**src/rtl/uart_tx_fifo_pkg.sv**
```systemverilog
// Shared definitions for the UART transmit path: serializer state encodings
// and framing constants. The receive side reuses the same encodings.
package uart_tx_fifo_pkg;

  typedef enum logic [1:0] {
    IDLE  = 2'd0,
    START = 2'd1,
    DATA  = 2'd2,
    STOP  = 2'd3
  } tx_state_t;

  // 50 MHz system clock, 115200 baud
  localparam int DEFAULT_CLKS_PER_BIT = 434;
  localparam int DATA_BITS            = 8;

endpackage

```
**src/rtl/uart_tx_fifo_sync_fifo.sv**
```systemverilog
// Synchronous FIFO with a register-array store and wrap-bit pointers.
// Read data is combinational from the slot at the read pointer.
// full/empty are registered and update on the edge of the push/pop
// that changes them.
module sync_fifo #(
  parameter int WIDTH      = 8,
  parameter int DEPTH_LOG2 = 4
) (
  input  logic             clk,
  input  logic             reset,
  input  logic             wrreq,
  input  logic [WIDTH-1:0] data,
  input  logic             rdreq,
  output logic [WIDTH-1:0] q,
  output logic             full,
  output logic             empty
);

  localparam int DEPTH = 1 << DEPTH_LOG2;
  localparam logic [DEPTH_LOG2:0] DEPTH_CNT = (DEPTH_LOG2 + 1)'(DEPTH);

  logic [WIDTH-1:0]  mem [DEPTH];
  logic [DEPTH_LOG2:0] wr_ptr;
  logic [DEPTH_LOG2:0] rd_ptr;
  logic [DEPTH_LOG2:0] wr_next;
  logic [DEPTH_LOG2:0] rd_next;
  logic [DEPTH_LOG2:0] occ_next;
  logic                push;
  logic                pop;

  // A push into a full FIFO is dropped even if a pop happens on the same edge
  always_comb begin
    push     = wrreq & ~full;
    pop      = rdreq & ~empty;
    wr_next  = wr_ptr + {{DEPTH_LOG2{1'b0}}, push};
    rd_next  = rd_ptr + {{DEPTH_LOG2{1'b0}}, pop};
    occ_next = wr_next - rd_next;
  end

  // Pointer and flag registers; reset discards contents by zeroing pointers
  always_ff @(posedge clk) begin
    if (reset) begin
      wr_ptr <= {(DEPTH_LOG2 + 1){1'b0}};
      rd_ptr <= {(DEPTH_LOG2 + 1){1'b0}};
      full   <= 1'b0;
      empty  <= 1'b1;
    end else begin
      wr_ptr <= wr_next;
      rd_ptr <= rd_next;
      full   <= (occ_next == DEPTH_CNT);
      empty  <= (occ_next == {(DEPTH_LOG2 + 1){1'b0}});
    end
  end

  // Storage write; the array itself is not reset
  always_ff @(posedge clk) begin
    if (push) begin
      mem[wr_ptr[DEPTH_LOG2-1:0]] <= data;
    end
  end

  assign q = mem[rd_ptr[DEPTH_LOG2-1:0]];

endmodule

```
**src/rtl/uart_tx_fifo.sv**
```systemverilog
// UART transmitter: CPU bytes are queued in a sync_fifo and sent as 8N1
// frames, LSB first. The pop happens on the edge the start bit begins, and a
// non-empty FIFO at the last stop-bit cycle chains straight into the next
// start bit with no idle gap.
module uart_tx_fifo
  import uart_tx_fifo_pkg::*;
#(
  parameter int CLKS_PER_BIT = DEFAULT_CLKS_PER_BIT,
  parameter int DEPTH_LOG2   = 4
) (
  input  logic       clk,
  input  logic       reset,
  input  logic       wrreq,
  input  logic [7:0] data,
  output logic       full,
  output logic       empty,
  output logic       busy,
  output logic       tx
);

  localparam int CNT_W = (CLKS_PER_BIT > 1) ? $clog2(CLKS_PER_BIT) : 1;
  localparam logic [CNT_W-1:0] LAST_CNT = CNT_W'(CLKS_PER_BIT - 1);

  tx_state_t        state;
  tx_state_t        state_next;
  logic [CNT_W-1:0] cnt;
  logic [CNT_W-1:0] cnt_next;
  logic [2:0]       idx;
  logic [2:0]       idx_next;
  logic [7:0]       shift;
  logic [7:0]       shift_next;
  logic             tx_next;
  logic             rdreq;
  logic [7:0]       q;
  logic             bit_done;

  sync_fifo #(
    .WIDTH      (DATA_BITS),
    .DEPTH_LOG2 (DEPTH_LOG2)
  ) u_fifo (
    .clk   (clk),
    .reset (reset),
    .wrreq (wrreq),
    .data  (data),
    .rdreq (rdreq),
    .q     (q),
    .full  (full),
    .empty (empty)
  );

  // Serializer next-state, pop request and next line value
  always_comb begin
    state_next = state;
    cnt_next   = cnt;
    idx_next   = idx;
    shift_next = shift;
    tx_next    = tx;
    rdreq      = 1'b0;
    bit_done   = (cnt == LAST_CNT);
    case (state)
      IDLE: begin
        tx_next = 1'b1;
        if (!empty) begin
          rdreq      = 1'b1;
          shift_next = q;
          tx_next    = 1'b0;
          cnt_next   = {CNT_W{1'b0}};
          idx_next   = 3'd0;
          state_next = START;
        end else begin
          state_next = IDLE;
        end
      end
      START: begin
        if (bit_done) begin
          cnt_next   = {CNT_W{1'b0}};
          tx_next    = shift[0];
          state_next = DATA;
        end else begin
          cnt_next = cnt + CNT_W'(1);
        end
      end
      DATA: begin
        if (bit_done) begin
          cnt_next = {CNT_W{1'b0}};
          if (idx == 3'd7) begin
            tx_next    = 1'b1;
            state_next = STOP;
          end else begin
            idx_next   = idx + 3'd1;
            shift_next = {1'b0, shift[7:1]};
            tx_next    = shift[1];
          end
        end else begin
          cnt_next = cnt + CNT_W'(1);
        end
      end
      STOP: begin
        if (bit_done) begin
          cnt_next = {CNT_W{1'b0}};
          if (!empty) begin
            rdreq      = 1'b1;
            shift_next = q;
            tx_next    = 1'b0;
            idx_next   = 3'd0;
            state_next = START;
          end else begin
            tx_next    = 1'b1;
            state_next = IDLE;
          end
        end else begin
          cnt_next = cnt + CNT_W'(1);
        end
      end
      default: begin
        tx_next    = 1'b1;
        state_next = IDLE;
      end
    endcase
  end

  // Serializer state, counters, shift register and registered line output
  always_ff @(posedge clk) begin
    if (reset) begin
      state <= IDLE;
      cnt   <= {CNT_W{1'b0}};
      idx   <= 3'd0;
      shift <= 8'd0;
      tx    <= 1'b1;
    end else begin
      state <= state_next;
      cnt   <= cnt_next;
      idx   <= idx_next;
      shift <= shift_next;
      tx    <= tx_next;
    end
  end

  assign busy = (state != IDLE) | ~empty;

endmodule

```
**config.mk**
```make
export PLATFORM = sky130hd
export DESIGN_NAME = uart_tx_fifo
export DESIGN_NICKNAME = d
export VERILOG_FILES = /design/src/rtl/uart_tx_fifo_pkg.sv /design/src/rtl/uart_tx_fifo_sync_fifo.sv /design/src/rtl/uart_tx_fifo.sv
export SDC_FILE = /design/constraint.sdc
export NUM_CORES = 1
export LEC_CHECK = 0
export CAP_MARGIN = 10
export CELL_PAD_IN_SITES_DETAIL_PLACEMENT = 1
export CELL_PAD_IN_SITES_GLOBAL_PLACEMENT = 2
export CORE_ASPECT_RATIO = 1.75
export CORE_MARGIN = 4
export CORE_UTILIZATION = 46
export CTS_CLUSTER_SIZE = 25
export DETAILED_ROUTE_END_ITERATION = 12
export PLACE_DENSITY = 0.77
export SETUP_SLACK_MARGIN = 0.2
export SLEW_MARGIN = 20
export SYNTH_ARGS = -nofsm -noshare
export SYNTH_HDL_FRONTEND = slang
export SYNTH_SLANG_ARGS = --single-unit
```
**constraint.sdc**
```tcl
create_clock -name clk -period 3.7 [get_ports clk]
set_input_delay 0.74 -clock clk [delete_from_list [all_inputs] [get_ports clk]]
set_output_delay 0.74 -clock clk [all_outputs]
set_load 0.1 [all_outputs]
```
==> metrics.txt <==
CP Cell Sequence or4b_4 -> nor2_1 -> a21oi_1 -> nor3_1 -> ha_1 -> nand3_1 -> xor2_1 -> ha_1 -> a21oi_1 -> nor3b_1 -> mux2i_1 -> o21a_1; sequential cell area fraction in the yosys report 0.665; share of layout cells above drive strength 1 0.160; gpl congestion 0.802; syn avg cell area 15.0 sq um; CTS-repair resized insts 0; Worst Setup Slack, final 440 ps; CTS Sinks 163; CP Data Required Time 4020 ps; RSZ-0062 raised after global routing no; data arrival time of the worst path 3580 ps; Clock Latency Late Sink 430 ps; slowest CP cell or4b_4; Yosys reg bits 163; CP max stage delay 570 ps; synthesized instance count 455; Slew Limit Fails 0; Crit. End Element flip-flop; Tmin final 3260 ps; post-route ant nets 0; Initial Utilization 0.471; top cells by count, synth 128 x edfxtp_1, 44 x nor2_1, 35 x dfxtp_1, 25 x mux4_2, 21 x mux2i_1; # DRC 0; final WL 15.2 mm; HP Class flip-flop to flip-flop; most used flip-flop cell after synthesis edfxtp_1; antenna diode instance count 0; Slew headroom 0.335; outcome finished clean; clk slew on worst S/H paths 70 ps; Fmax 307 MHz; CTS buffer count 17; cts-stage hold buffer count 0; postcts setup bufs 0; drt first pass iters 4; leading area contributor after synthesis edfxtp_1; die area 0.0170 sq mm; number of enable flip-flop cells after synthesis 128; worst reg2reg setup slack 440 ps; Final Hold Fails 0; Post-Syn Nets 483; Via Count 3,945; dpl hpwl 10.4 mm; pre-CTS setup slack 418 ps; Core Region 0.0145 sq mm; global-route wire length before repair 24.3 mm; P&R area growth vs syn 15.1%; initial antenna violation count 0; Synthesis Warnings 0; Port Buffers 14; I/O Pins 15; power per cell area 701 mW/mm^2; root buffer selected by CTS clkbuf_16; # H-tree levels 4; met2 Usage GRT 0.365; cell row count 58; Synth Cell Area 0.00684 sq mm; met1 GRT Util 0.212; final number of setup-violating endpoints 0; Die Width 100 um; GRT Total Usage 0.192; drt first-iter violations 223; cell with the most instances after synthesis edfxtp_1; CTS tree yes; hold slack 486 ps; Overall Power 5.51 mW; Slew @ Worst Pin 996 ps; critical path type flip-flop to flip-flop; FFs w/ async S/R, synth 0; Synth area leaders edfxtp_1 56%, dfxtp_1 10%, mux4_2 8.2%; Final nets 514; Final Util 0.542; met3 usage 0.0284; CP Buf/Inv Count 0; Avg WL per Cell 22.3 um; Final Skew 11.5 ps; critical path launch point type flip-flop; number of global-route vias before repair 4,317; Lkg Pwr 2.66 nW; CP top delay family simple AND/OR/NAND/NOR gates; largest net degree at the start of global routing 42; worst-path fanout max 6; Chip Height 169 um; max-cap violation count 0; post-synth cell types 52; Yosys top cell area share 0.562; GRT busiest layer met2; CTS Buffer Depth 2; Setup TNS Final 0 ps; Final period util 0.881; Max VDD drop 376 uV; via/cell ratio 5.81; GR Overflow Total 0
layout by cell type, fill, tap and decap left out, types with 4 or more instances in the layout:
cell	synthesis	final
clkbuf_16	0	17
a21oi_1	13	13
mux4_2	25	25
a22oi_1	7	7
mux2i_1	21	21
inv_1	7	7
buf_4	0	20
o21ai_0	6	6
xor2_1	6	6
clkdlybuf4s50_1	0	12
nor3_1	15	15
dfxtp_1	35	34
nor2b_1	13	13
nor2_1	44	44
ha_1	17	17
edfxtp_1	128	128
a311oi_1	4	4
a21o_1	5	5
nand2b_1	4	4
a32o_1	6	6
clkinv_8	0	5
nand3_1	19	19
or3_1	4	4
nand2_1	11	11
path summary, 6_finish.rpt:
kind                                from      endpoint  cells after the start
worst max-delay path              cnt[2]  u_fifo.empty                     12
worst min-delay path            shift[5]      shift[5]                      1
worst max register to register    cnt[2]  u_fifo.empty                     12
worst min register to register  shift[5]      shift[5]                      1
final cells by class:
type                            instances  area, sq um
Sequential cell                       163         4550
Inverter                                7         26.3
Clock buffer                           17          425
Tap cell                              180          225
Timing Repair Buffer                   33          290
Multi-Input combinational cell        264         2170
Clock inverter                         15          183
Fill cell                            1411         6650
per-layer routing:
metal / wire [um] / vias up / part of all wire
li1: - / 1831 / -
met4: 262 / 0 / 0.017
met5: 0 / - / 0
met2: 8850 / 48 / 0.58
met3: 281 / 19 / 0.019
met1: 5760 / 2047 / 0.38
sequential cells by signal, indices dropped and copies added (netlist names), 2 cells and up:
signal and cells:
u_fifo.rd_ptr 5, idx 3, shift 8, cnt 9, state 2, u_fifo.wr_ptr 5
u_fifo.mem 128
metrics by stage:
step           instance area, sq um  cells
2_1_floorplan                  6840    455
3_3_place_gp                   7260    647
3_5_place_dp                   7260    647
4_1_cts                        7870    679
5_1_grt                        7870    679
6_report                       7870    679
cell families after synthesis:
family,after synthesis,synth area share
compound gates,65,0.0694
xor+xnor,9,0.0115
fa+ha+maj,17,0.0311
buf+inv,28,0.0174
flops,163,0.665
mux,47,0.115
simple gates,126,0.0910
power by group:
group / switching [mW] / total [mW] / internal (mW)
clock: 0.840 / 1.76 / 0.917
combinational: 0.946 / 1.55 / 0.607
sequential: 0.0883 / 2.20 / 2.12
Note: power is estimated with default switching activity, not from simulation.
